--- config.mk ---
export PLATFORM = sky130hd
export DESIGN_NAME = vga_fb_scanout_flat
export DESIGN_NICKNAME = d
export VERILOG_FILES = /design/src/rtl/vga_fb_scanout_if.sv /design/src/rtl/vga_fb_scanout.sv /design/src/flat_wrapper.sv
export SDC_FILE = /design/constraint.sdc
export NUM_CORES = 1
export LEC_CHECK = 0
export ABC_CLOCK_PERIOD_IN_PS = 2400
export CORE_MARGIN = 1
export CORE_UTILIZATION = 46
export CTS_BUF_LIST = sky130_fd_sc_hd__clkbuf_8 sky130_fd_sc_hd__clkbuf_16
export CTS_CLUSTER_DIAMETER = 120
export DETAILED_ROUTE_END_ITERATION = 10
export GPL_ROUTABILITY_DRIVEN = 0
export PLACE_DENSITY = 0.81
export SYNTH_ARGS = -nofsm -noshare
export SYNTH_HDL_FRONTEND = slang
export SYNTH_SLANG_ARGS = --single-unit
--- constraint.sdc ---
create_clock -name CLOCK_50 -period 2.4 [get_ports CLOCK_50]
set_clock_uncertainty 0.15 [all_clocks]
set_input_delay 0.48 -clock CLOCK_50 [delete_from_list [all_inputs] [get_ports CLOCK_50]]
set_output_delay 0.48 -clock CLOCK_50 [all_outputs]
set_load 0.01 [all_outputs]
--- src/rtl/vga_fb_scanout_if.sv ---
// Framebuffer read bus between the VGA scanout and the framebuffer memory.
// The address is registered by the scanout; data is expected one clock later.
interface vga_fb_scanout_if #(
   parameter int BPC = 1
);
   logic [14:0]        rd_addr;
   logic [3*BPC-1:0]   rd_data;

   modport master (output rd_addr, input  rd_data);
   modport slave  (input  rd_addr, output rd_data);
endinterface

--- src/rtl/vga_fb_scanout.sv ---
// 640x480@60 VGA scanout of a 160x120 framebuffer, upscaled 4x4, driving the ADV7123 DAC.
// Counter stage -> address stage -> pin stage; sync and blank travel alongside the pixel data.
module vga_fb_scanout #(
   parameter int H_VIS       = 640,
   parameter int H_FP        = 16,
   parameter int H_SYNC      = 96,
   parameter int H_BP        = 48,
   parameter int V_VIS       = 480,
   parameter int V_FP        = 10,
   parameter int V_SYNC      = 2,
   parameter int V_BP        = 33,
   parameter int SCALE_SHIFT = 2,
   parameter int FB_W        = 160,
   parameter int BPC         = 1
) (
   input  logic              CLOCK_50,
   input  logic              reset,
   vga_fb_scanout_if.master  fb,
   output logic              frame_start,
   output logic              in_vblank,
   output logic              VGA_CLK,
   output logic              VGA_HS,
   output logic              VGA_VS,
   output logic              VGA_BLANK_N,
   output logic              VGA_SYNC_N,
   output logic [9:0]        VGA_R,
   output logic [9:0]        VGA_G,
   output logic [9:0]        VGA_B
);
   localparam logic [9:0] H_VIS_L = 10'(H_VIS);
   localparam logic [9:0] H_LAST  = 10'(H_VIS + H_FP + H_SYNC + H_BP - 1);
   localparam logic [9:0] HS_BEG  = 10'(H_VIS + H_FP);
   localparam logic [9:0] HS_END  = 10'(H_VIS + H_FP + H_SYNC);
   localparam logic [9:0] V_VIS_L = 10'(V_VIS);
   localparam logic [9:0] V_LAST  = 10'(V_VIS + V_FP + V_SYNC + V_BP - 1);
   localparam logic [9:0] VS_BEG  = 10'(V_VIS + V_FP);
   localparam logic [9:0] VS_END  = 10'(V_VIS + V_FP + V_SYNC);

   logic        phase;
   logic        tick;
   logic [9:0]  h_cnt, v_cnt;
   logic [9:0]  fb_x, fb_y;
   logic [14:0] y_ext, x_ext, pix_addr;
   logic [14:0] rd_addr;
   logic        hs_raw, vs_raw, vis;
   logic        hs_d1, vs_d1, vis_d1;

   function automatic logic [9:0] rep10(input logic [BPC-1:0] c);
      logic [9:0] r;
      r = '0;
      for (int i = 0; i < 10; i++)
         r[9-i] = c[BPC-1-(i % BPC)];
      return r;
   endfunction

   assign tick        = phase;
   assign VGA_CLK     = phase;
   assign VGA_SYNC_N  = 1'b0;
   assign fb.rd_addr  = rd_addr;

   assign frame_start = tick && (h_cnt == '0) && (v_cnt == '0);
   assign in_vblank   = (v_cnt >= V_VIS_L);

   assign hs_raw = !((h_cnt >= HS_BEG) && (h_cnt < HS_END));
   assign vs_raw = !((v_cnt >= VS_BEG) && (v_cnt < VS_END));
   assign vis    = (h_cnt < H_VIS_L) && (v_cnt < V_VIS_L);

   assign fb_x  = h_cnt >> SCALE_SHIFT;
   assign fb_y  = v_cnt >> SCALE_SHIFT;
   assign y_ext = 15'(fb_y);
   assign x_ext = 15'(fb_x);

   // 160 = 128 + 32, so the row offset needs only two shifted adds
   if (FB_W == 160) begin : g_shift_mul
      assign pix_addr = (y_ext << 7) + (y_ext << 5) + x_ext;
   end else begin : g_gen_mul
      assign pix_addr = 15'(y_ext * 15'(FB_W)) + x_ext;
   end

   always_ff @(posedge CLOCK_50 or posedge reset) begin
      if (reset) begin
         phase       <= 1'b0;
         h_cnt       <= '0;
         v_cnt       <= '0;
         rd_addr     <= '0;
         hs_d1       <= 1'b1;
         vs_d1       <= 1'b1;
         vis_d1      <= 1'b0;
         VGA_HS      <= 1'b1;
         VGA_VS      <= 1'b1;
         VGA_BLANK_N <= 1'b0;
         VGA_R       <= '0;
         VGA_G       <= '0;
         VGA_B       <= '0;
      end else begin
         phase <= ~phase;
         if (tick) begin
            if (h_cnt == H_LAST) begin
               h_cnt <= '0;
               v_cnt <= (v_cnt == V_LAST) ? '0 : v_cnt + 10'd1;
            end else begin
               h_cnt <= h_cnt + 10'd1;
            end
            // address stage: only fetch inside the picture, hold otherwise
            if (vis)
               rd_addr <= pix_addr;
            hs_d1  <= hs_raw;
            vs_d1  <= vs_raw;
            vis_d1 <= vis;
            // pin stage: rd_data belongs to the address issued on the previous tick
            VGA_HS      <= hs_d1;
            VGA_VS      <= vs_d1;
            VGA_BLANK_N <= vis_d1;
            VGA_R       <= vis_d1 ? rep10(fb.rd_data[3*BPC-1 -: BPC]) : '0;
            VGA_G       <= vis_d1 ? rep10(fb.rd_data[2*BPC-1 -: BPC]) : '0;
            VGA_B       <= vis_d1 ? rep10(fb.rd_data[BPC-1   -: BPC]) : '0;
         end
      end
   end
endmodule
--- src/flat_wrapper.sv ---
// flat-port wrapper written by rule: the top's interface ports become plain ports
module vga_fb_scanout_flat 
#(
   parameter int H_VIS       = 640,
   parameter int H_FP        = 16,
   parameter int H_SYNC      = 96,
   parameter int H_BP        = 48,
   parameter int V_VIS       = 480,
   parameter int V_FP        = 10,
   parameter int V_SYNC      = 2,
   parameter int V_BP        = 33,
   parameter int SCALE_SHIFT = 2,
   parameter int FB_W        = 160,
   parameter int BPC         = 1
)
  (CLOCK_50, reset, frame_start, in_vblank, VGA_CLK, VGA_HS, VGA_VS, VGA_BLANK_N, VGA_SYNC_N, VGA_R, VGA_G, VGA_B, fb_rd_addr, fb_rd_data);
  vga_fb_scanout_if #(.BPC(BPC)) fb_i ();
  input  logic CLOCK_50;
  input  logic reset;
  output logic frame_start;
  output logic in_vblank;
  output logic VGA_CLK;
  output logic VGA_HS;
  output logic VGA_VS;
  output logic VGA_BLANK_N;
  output logic VGA_SYNC_N;
  output logic [9:0] VGA_R;
  output logic [9:0] VGA_G;
  output logic [9:0] VGA_B;
  output wire logic [$bits(fb_i.rd_addr)-1:0] fb_rd_addr;
  input wire logic [$bits(fb_i.rd_data)-1:0] fb_rd_data;
  assign fb_rd_addr = fb_i.rd_addr;
  assign fb_i.rd_data = fb_rd_data;
  vga_fb_scanout #(.H_VIS(H_VIS), .H_FP(H_FP), .H_SYNC(H_SYNC), .H_BP(H_BP), .V_VIS(V_VIS), .V_FP(V_FP), .V_SYNC(V_SYNC), .V_BP(V_BP), .SCALE_SHIFT(SCALE_SHIFT), .FB_W(FB_W), .BPC(BPC)) u_core (.CLOCK_50(CLOCK_50), .reset(reset), .fb(fb_i), .frame_start(frame_start), .in_vblank(in_vblank), .VGA_CLK(VGA_CLK), .VGA_HS(VGA_HS), .VGA_VS(VGA_VS), .VGA_BLANK_N(VGA_BLANK_N), .VGA_SYNC_N(VGA_SYNC_N), .VGA_R(VGA_R), .VGA_G(VGA_G), .VGA_B(VGA_B));
endmodule
==> results of run 1 <==
-- cell usage after synthesis (2+ instances only) --
| library cell | count | area, sq um |
|---|---|---|
| nor2_1 | 15 | 56.3 |
| nand2_1 | 18 | 67.6 |
| xnor2_1 | 8 | 70.1 |
| dfstp_2 | 4 | 105 |
| a21oi_1 | 10 | 50.1 |
| mux2i_1 | 2 | 20.0 |
| dfrtp_1 | 41 | 1030 |
| or4_1 | 2 | 15.0 |
| nor4_1 | 2 | 12.5 |
| nor4b_2 | 2 | 30.0 |
| buf_4 | 29 | 218 |
| a211oi_1 | 2 | 15.0 |
| nand4_1 | 5 | 31.3 |
| o31ai_1 | 2 | 15.0 |
| ha_1 | 20 | 250 |
| and2_1 | 5 | 31.3 |
| a21o_1 | 2 | 15.0 |
| nor3_1 | 2 | 10.0 |
| buf_2 | 3 | 15.0 |
| mux2_2 | 11 | 124 |
| and4_1 | 2 | 17.5 |
| o21ai_0 | 21 | 105 |
| a31oi_1 | 3 | 18.8 |
| fa_1 | 2 | 40.0 |
| inv_1 | 17 | 63.8 |
| nor4b_1 | 3 | 26.3 |
| nand3_1 | 11 | 55.1 |
| xor2_1 | 6 | 52.6 |
| clkbuf_1 | 2 | 7.51 |
| and3_1 | 7 | 43.8 |
-- flip-flops by register name, indices dropped and copies added (netlist names) --
| register | count |
|---|---|
| u_core.vis_d1 | 1 |
| u_core.v_cnt | 10 |
| u_core.VGA_R | 1 |
| u_core.VGA_G | 1 |
| u_core.VGA_BLANK_N | 1 |
| u_core.VGA_CLK | 1 |
| u_core.fb.rd_addr | 15 |
| u_core.vs_d1 | 1 |
| u_core.VGA_B | 1 |
| u_core.h_cnt | 10 |
| u_core.hs_d1 | 1 |
| u_core.VGA_VS | 1 |
| u_core.VGA_HS | 1 |
-- cell families (layout without fill, tap and decap cells) --
| logic type | count (synthesis) | after routing | synth area share |
|---|---|---|---|
| flip-flops | 45 | 45 | 0.413 |
| buffers and inverters | 51 | 99 | 0.111 |
| adder cells (fa/ha/maj) | 22 | 22 | 0.106 |
| multiplexers | 13 | 13 | 0.0525 |
| XOR/XNOR | 14 | 14 | 0.0447 |
| AND/OR/NAND/NOR | 81 | 81 | 0.166 |
| other | 1 | 1 | 0.00137 |
| AO/OA/AOI/OAI | 47 | 47 | 0.106 |
-- metal layers --
metal,up-vias,share of wire,track usage
li1,1026,-,-
met1,971,0.43,0.238
met2,61,0.51,0.334
met3,14,0.050,0.0391
met4,0,0.018,0.0727
met5,-,0,0
-- through the flow --
stage               area, sq um  TNS [ns]
floorplan                  2750         0
global placement           3280         0
detailed placement         3280    -0.234
CTS                        3410   -0.0528
global route               3430    -0.267
finish                     3430   -0.0363
-- layout make-up --
type                       count  area [sq um]  share of cell area
clock buffer                   5          68.8              0.0201
clock inverter                 3          42.5              0.0124
inverter                      17          63.8              0.0186
multi-input combinational    178          1350               0.392
sequential                    45          1130               0.330
tap                           72          90.1              0.0263
timing repair buffer          74           688               0.201
-- final timing paths --
path | startpoint | cells after the start | to
max | u_core.v_cnt[4]$_DFFE_PP0P_ | 8 | u_core.fb.rd_addr[14]$_DFFE_PP0P_
max reg2reg | u_core.v_cnt[4]$_DFFE_PP0P_ | 8 | u_core.fb.rd_addr[14]$_DFFE_PP0P_
min in group CLOCK_50 | u_core.VGA_CLK$_DFF_PP0_ | 1 | u_core.VGA_CLK$_DFF_PP0_
min | reset | 2 | u_core.fb.rd_addr[0]$_DFFE_PP0P_
max in group asynchronous | reset | 3 | u_core.h_cnt[1]$_DFFE_PP0P_
min reg2reg | u_core.VGA_CLK$_DFF_PP0_ | 1 | u_core.VGA_CLK$_DFF_PP0_
-- where the power goes --
group / total (mW) / internal [mW] / switching [mW] / leakage (nW)
Sequential: 0.767 / 0.760 / 0.00636 / 0.574
Combinational: 0.0918 / 0.0514 / 0.0404 / 1.02
Clock: 0.590 / 0.311 / 0.279 / 0.0599
Total: 1.45 / 1.12 / 0.326 / 1.65
-- repair_timing --
item	in CTS	in global routing
pin swaps	0	11
hold buffers	0	0
buffers inserted	1	1
setup endpoints to repair	5	7
resized for setup	5	5
-- worst reg2reg max path, cell delays in order (launching register included) --
cell      delay [ns]
dfrtp_1         0.38
inv_2           0.05
fa_1            0.56
inv_2           0.07
fa_2            0.39
a211oi_2        0.23
o21ai_1         0.10
and3_1          0.19
o211a_1         0.21
==> results by group, run 1 <==
Layout
  – Fin util: 0.612
  – Leading cell types in the layout, fill and taps excluded: clkdlybuf4s50_1, dfrtp_1, o21ai_0, ha_1, buf_4
  – Share of cells above drive strength 1: 0.177
  – Post-route insts no fill: 394
  – Fillers: 486
  – N_diodes: 0
  – Most common cell after layout, fill and taps aside: clkdlybuf4s50_1
  – Synthesis-to-layout area growth: 25.1%
  – Net count, final: about 350

Global route
  – Overall Global Routing Usage: 0.194
  – First-pass GRT wire length: roughly 9300 um
  – Initial antenna violation count: 0
  – Vias in the first global route: around 2k
  – GR Overflow Total: 0
  – Largest net degree at the start of global routing: 24

STA
  – Final Max Slew Viols: 0
  – RSZ-0062 raised after global routing: true
  – Fmax: between 400 and 500 MHz
  – Hold Slack: 0.253 ns
  – Worst setup margin: -0.0355 ns
  – Final Cycle Share: 1.01
  – Fin. Hold Viols: 0
  – Setup violators final: 2
  – Tmin final: around 2.4 ns

Worst setup path
  – CP max-delay cell: fa_1
  – CP required: 2.44 ns
  – Critical Path Max Stage Delay: around 0.56 ns
  – Crit Path Class: reg2reg
  – Reg2Reg Setup Slack: -0.04 ns
  – Critical path startpoint category: register
  – CP most frequent cell: inv_2
  – Worst EP arrival: 2.48 ns
  – Critical-path maximum fanout: 3
  – Worst Path Buf+Inv: 2
  – Crit path capture type: register
  – Cell family with the largest share of critical-path delay: adder cells
  – Critical path, cell by cell: inv_2 -> fa_1 -> inv_2 -> fa_2 -> a211oi_2 -> o21ai_1 -> and3_1 -> o211a_1

Detailed routing
  – Post-route DRC: 0
  – Final wirelength: between 5000 and 6000 um
  – Routed length per instance: ~15 um
  – Detail Route Antenna Nets: 0
  – Via count: between 2k and 2.5k
  – Avg Vias per Cell: approximately 5.3
  – DRT iter0 DRCs: 70
  – DRT Pass-1 Iters: 5

Floorplan
  – Initial core utilization: 0.489
  – Die ar.: between 6000 and 7000 sq um
  – Num ports: between 50 and 60
  – Row count: 27
  – Placeable Area: about 5600 sq um
  – Die Width: a little under 80 um
  – Chip Height: slightly below 80 um

Synth
  – Avg Cell Area, Syn: approximately 10 sq um
  – Sequential-to-total area share from yosys stat: 0.413
  – Yosys warning count: 0
  – Main flop type after synthesis: dfrtp_1
  – Flops & latches, synth: 45
  – Post-Syn Nets: 301
  – Mapped Cells: around 270
  – Ys async rst share: 1.00
  – Mapped cell area: 2740 sq um
  – Number of synthesized flops with an enable pin: 0
  – Unique cell type count in the Yosys netlist: 45

Clock tree
  – H-tree depth: 2
  – CTS tree: yes
  – Clk slew on worst S/H paths: 0.09 ns
  – Num CTS Buffers: 5
  – Clock root buffer: clkbuf_8
  – Clock latency on the worst-skew pair: 0.31 ns
  – CTS Sinks: 45
  – Clock buffer depth: 2

Status
  – Violated checks: negative setup slack
  – Status: finished with violations

Job
  – Max-cap viol count: 0

Power and ir drop
  – Leak: around 1.7 nW
  – Tot Pwr: around 1.4 mW
  – P per Cell Area: 422 nW/um^2
  – VDD IR max: between 0.3 and 0.4 mV

Place
  – HPWL Detailed: ~4200 um
  – Place WS: -0.112 ns
  – Buffers on Ports: 55
  – Placed instance count: 384

Min path
  – Hold Path Class: in2async
Power figures use the tool's default switching activity.
==> run 2, diff against run 1 <==
--- a/config.mk
+++ b/config.mk
@@ -7,12 +7,12 @@
 export LEC_CHECK = 0
 export ABC_CLOCK_PERIOD_IN_PS = 2400
 export CORE_MARGIN = 1
-export CORE_UTILIZATION = 46
+export CORE_UTILIZATION = 40
 export CTS_BUF_LIST = sky130_fd_sc_hd__clkbuf_8 sky130_fd_sc_hd__clkbuf_16
 export CTS_CLUSTER_DIAMETER = 120
 export DETAILED_ROUTE_END_ITERATION = 10
 export GPL_ROUTABILITY_DRIVEN = 0
-export PLACE_DENSITY = 0.81
+export PLACE_DENSITY = 0.72
 export SYNTH_ARGS = -nofsm -noshare
 export SYNTH_HDL_FRONTEND = slang
 export SYNTH_SLANG_ARGS = --single-unit
==> results by group, run 2 (same netlist as run 1, synthesis figures left out) <==
Status
  – Status: finished with violations
  – Violated checks: design-rule violations, negative setup slack

Detailed routing
  – Routed length per instance: around 14 um
  – DRT iter0 DRCs: 76
  – Post-route DRC: 1
  – Detail Route Antenna Nets: 0
  – DRT Pass-1 Iters: 7
  – Avg Vias per Cell: ~5.2
  – Via count: between 2k and 2.5k
  – Final wirelength: 5770 um

STA
  – Fmax: approximately 410 MHz
  – Setup violators final: 1
  – Final Max Slew Viols: 0
  – Tmin final: 2.44 ns
  – RSZ-0062 raised after global routing: true
  – Fin. Hold Viols: 0
  – Final Cycle Share: 1.02
  – Worst setup margin: -0.0366 ns

Clock tree
  – H-tree depth: 2
  – Clk slew on worst S/H paths: around 0.090 ns
  – Clock buffer depth: 2
  – Clock root buffer: clkbuf_8
  – CTS Sinks: 45
  – CTS tree: yes
  – Num CTS Buffers: 5
  – CTS Hold Bufs: 0
  – Clock latency on the worst-skew pair: approximately 0.30 ns

Worst setup path
  – Cell family with the largest share of critical-path delay: adder cells
  – CP most frequent cell: inv_2
  – Worst EP arrival: approximately 2.5 ns
  – Critical path, cell by cell: inv_2 -> fa_1 -> inv_2 -> fa_2 -> a211oi_2 -> o21ai_1 -> and3_1 -> o211a_1
  – Critical-path maximum fanout: 3
  – Critical path startpoint category: register
  – Launching point of the worst reg2reg path: u_core.v_cnt[4]$_DFFE_PP0P_
  – CP required: around 2.4 ns
  – CP max-delay cell: fa_1
  – Setup crit start: u_core.v_cnt[4]$_DFFE_PP0P_
  – Critical Path Max Stage Delay: between 0.5 and 0.6 ns
  – Worst Path Buf+Inv: 2
  – Crit path capture type: register
  – Crit Path Class: reg2reg

Floorplan
  – Initial core utilization: 0.422
  – Die ar.: between 7000 and 8000 sq um
  – Row count: 29
  – Num ports: 57
  – Placeable Area: 6490 sq um
  – Die Width: between 80 and 90 um
  – Chip Height: 84.8 um

Power and ir drop
  – Seq pwr share: 0.532
  – Int Pwr: around 1.1 mW
  – Logic pwr share: 0.065
  – P per Cell Area: just over 400 nW/um^2
  – Sw Ratio: 0.221
  – Switching pwr: between 300 and 400 uW
  – Tot Pwr: ~1.4 mW
  – Clock share of power: 0.403
  – VDD IR max: between 0.2 and 0.3 mV
  – Leak: approximately 1.7 nW

Min path
  – Hold wc startpoint: u_core.VGA_CLK$_DFF_PP0_
  – Hold Path Class: reg2reg

Global route
  – Vias in the first global route: 2015
  – Overall Global Routing Usage: 0.169
  – Initial antenna violation count: 0
  – GR Overflow Total: 0
  – First-pass GRT wire length: between 9000 and 10000 um
  – Largest net degree at the start of global routing: 46

Layout
  – N_diodes: 0
  – Net count, final: about 350
  – Most flops, register: u_core.fb.rd_addr
  – Largest registers: u_core.fb.rd_addr: 15 flops, u_core.h_cnt: 10 flops, u_core.v_cnt: 10 flops
  – Leading cell types in the layout, fill and taps excluded: clkdlybuf4s50_1, dfrtp_1, buf_4
  – Most common cell after layout, fill and taps aside: clkdlybuf4s50_1
  – Synthesis-to-layout area growth: 27.6%
  – Max reg flops: 15
  – Fin util: 0.538
  – Finished Cell Area: between 3000 and 4000 sq um
  – Share of cells above drive strength 1: 0.191

Place
  – Area of placed instances: approximately 3300 sq um
  – Buffers on Ports: 55
  – HPWL Detailed: between 3000 and 4000 um

Job
  – Max-cap viol count: 0
[run 2: cell types whose count changed in the layout (fill, tap and decap cells not counted), sizes merged]
cell    before  now
buf         19   22
clkinv       1    2
inv         18   17
[run 2: through the flow]
step / hold slack [ns] / TNS, ns / setup WS (ns) / cells
floorplan: 0.315 / 0 / 0.0182 / 274
global placement: 0.289 / 0 / 0.00703 / 390
detailed placement: 0.292 / -0.115 / -0.0745 / 390
CTS: 0.305 / 0 / 0.000575 / 400
global route: 0.346 / -0.179 / -0.0938 / 402
finish: 0.303 / -0.0366 / -0.0366 / 402
[run 2: worst reg2reg max path, cell delays in order (launching register included)]
cell	delay (ns)
dfrtp_1	0.37
inv_2	0.06
fa_1	0.54
inv_2	0.06
fa_2	0.37
a211oi_2	0.23
o21ai_1	0.12
and3_1	0.21
o211a_1	0.21
[run 2: repair_timing]
| action | 4_1_cts | 5_1_grt |
|---|---|---|
| pin swaps | 3 | 8 |
| hold endpoints to repair | 0 | 0 |
| resized for setup | 4 | 11 |
| endpoints found under the setup margin | 5 | 7 |
| setup buffers | 2 | 2 |
[run 2: worst paths after layout]
path | end | slack, ns | cells past startpoint
min reg2reg | u_core.VGA_CLK$_DFF_PP0_ | 0.30 | 1
min | u_core.VGA_CLK$_DFF_PP0_ | 0.30 | 1
max reg2reg | u_core.fb.rd_addr[14]$_DFFE_PP0P_ | -0.04 | 8
max | u_core.fb.rd_addr[14]$_DFFE_PP0P_ | -0.04 | 8
min in group asynchronous | u_core.VGA_BLANK_N$_DFFE_PP0P_ | 0.36 | 3
max in group asynchronous | u_core.hs_d1$_DFFE_PP1P_ | 1.47 | 3
[run 2: layout make-up]
type / count / area (sq um)
clock inverters: 3 / 42.5
well taps: 77 / 96.3
repair buffers: 77 / 723
clock buffers: 5 / 68.8
multi-input cells: 178 / 1370
flip-flops and latches: 45 / 1130
inverters: 17 / 63.8
fillers: 570 / 3000
[run 2: layer usage]
layer | share of wire | GRT usage | wire, um | vias up
met3 | 0.036 | 0.0374 | 209 | 6
met2 | 0.48 | 0.281 | 2780 | 44
met1 | 0.47 | 0.222 | 2730 | 1025
li1 | - | - | - | 1034
met5 | 0 | 0 | 0 | -
met4 | 0.0078 | 0.0447 | 45 | 0
[run 2: power by group through the flow]
stage	Sequential [mW]	Combinational [mW]	Clock, mW
floorplan	0.782	0.0610	0
global placement	0.781	0.0949	0
detailed placement	0.782	0.0954	0
CTS	0.767	0.0957	0.591
global route	0.768	0.101	0.620
finish	0.767	0.0931	0.580
==> run 3, diff against run 2 <==
--- a/config.mk
+++ b/config.mk
@@ -16,3 +16,4 @@
 export SYNTH_ARGS = -nofsm -noshare
 export SYNTH_HDL_FRONTEND = slang
 export SYNTH_SLANG_ARGS = --single-unit
+export TNS_END_PERCENT = 100
==> results of run 3 <==
No change in the layout: final DEF, timing and power equal those of run 2.
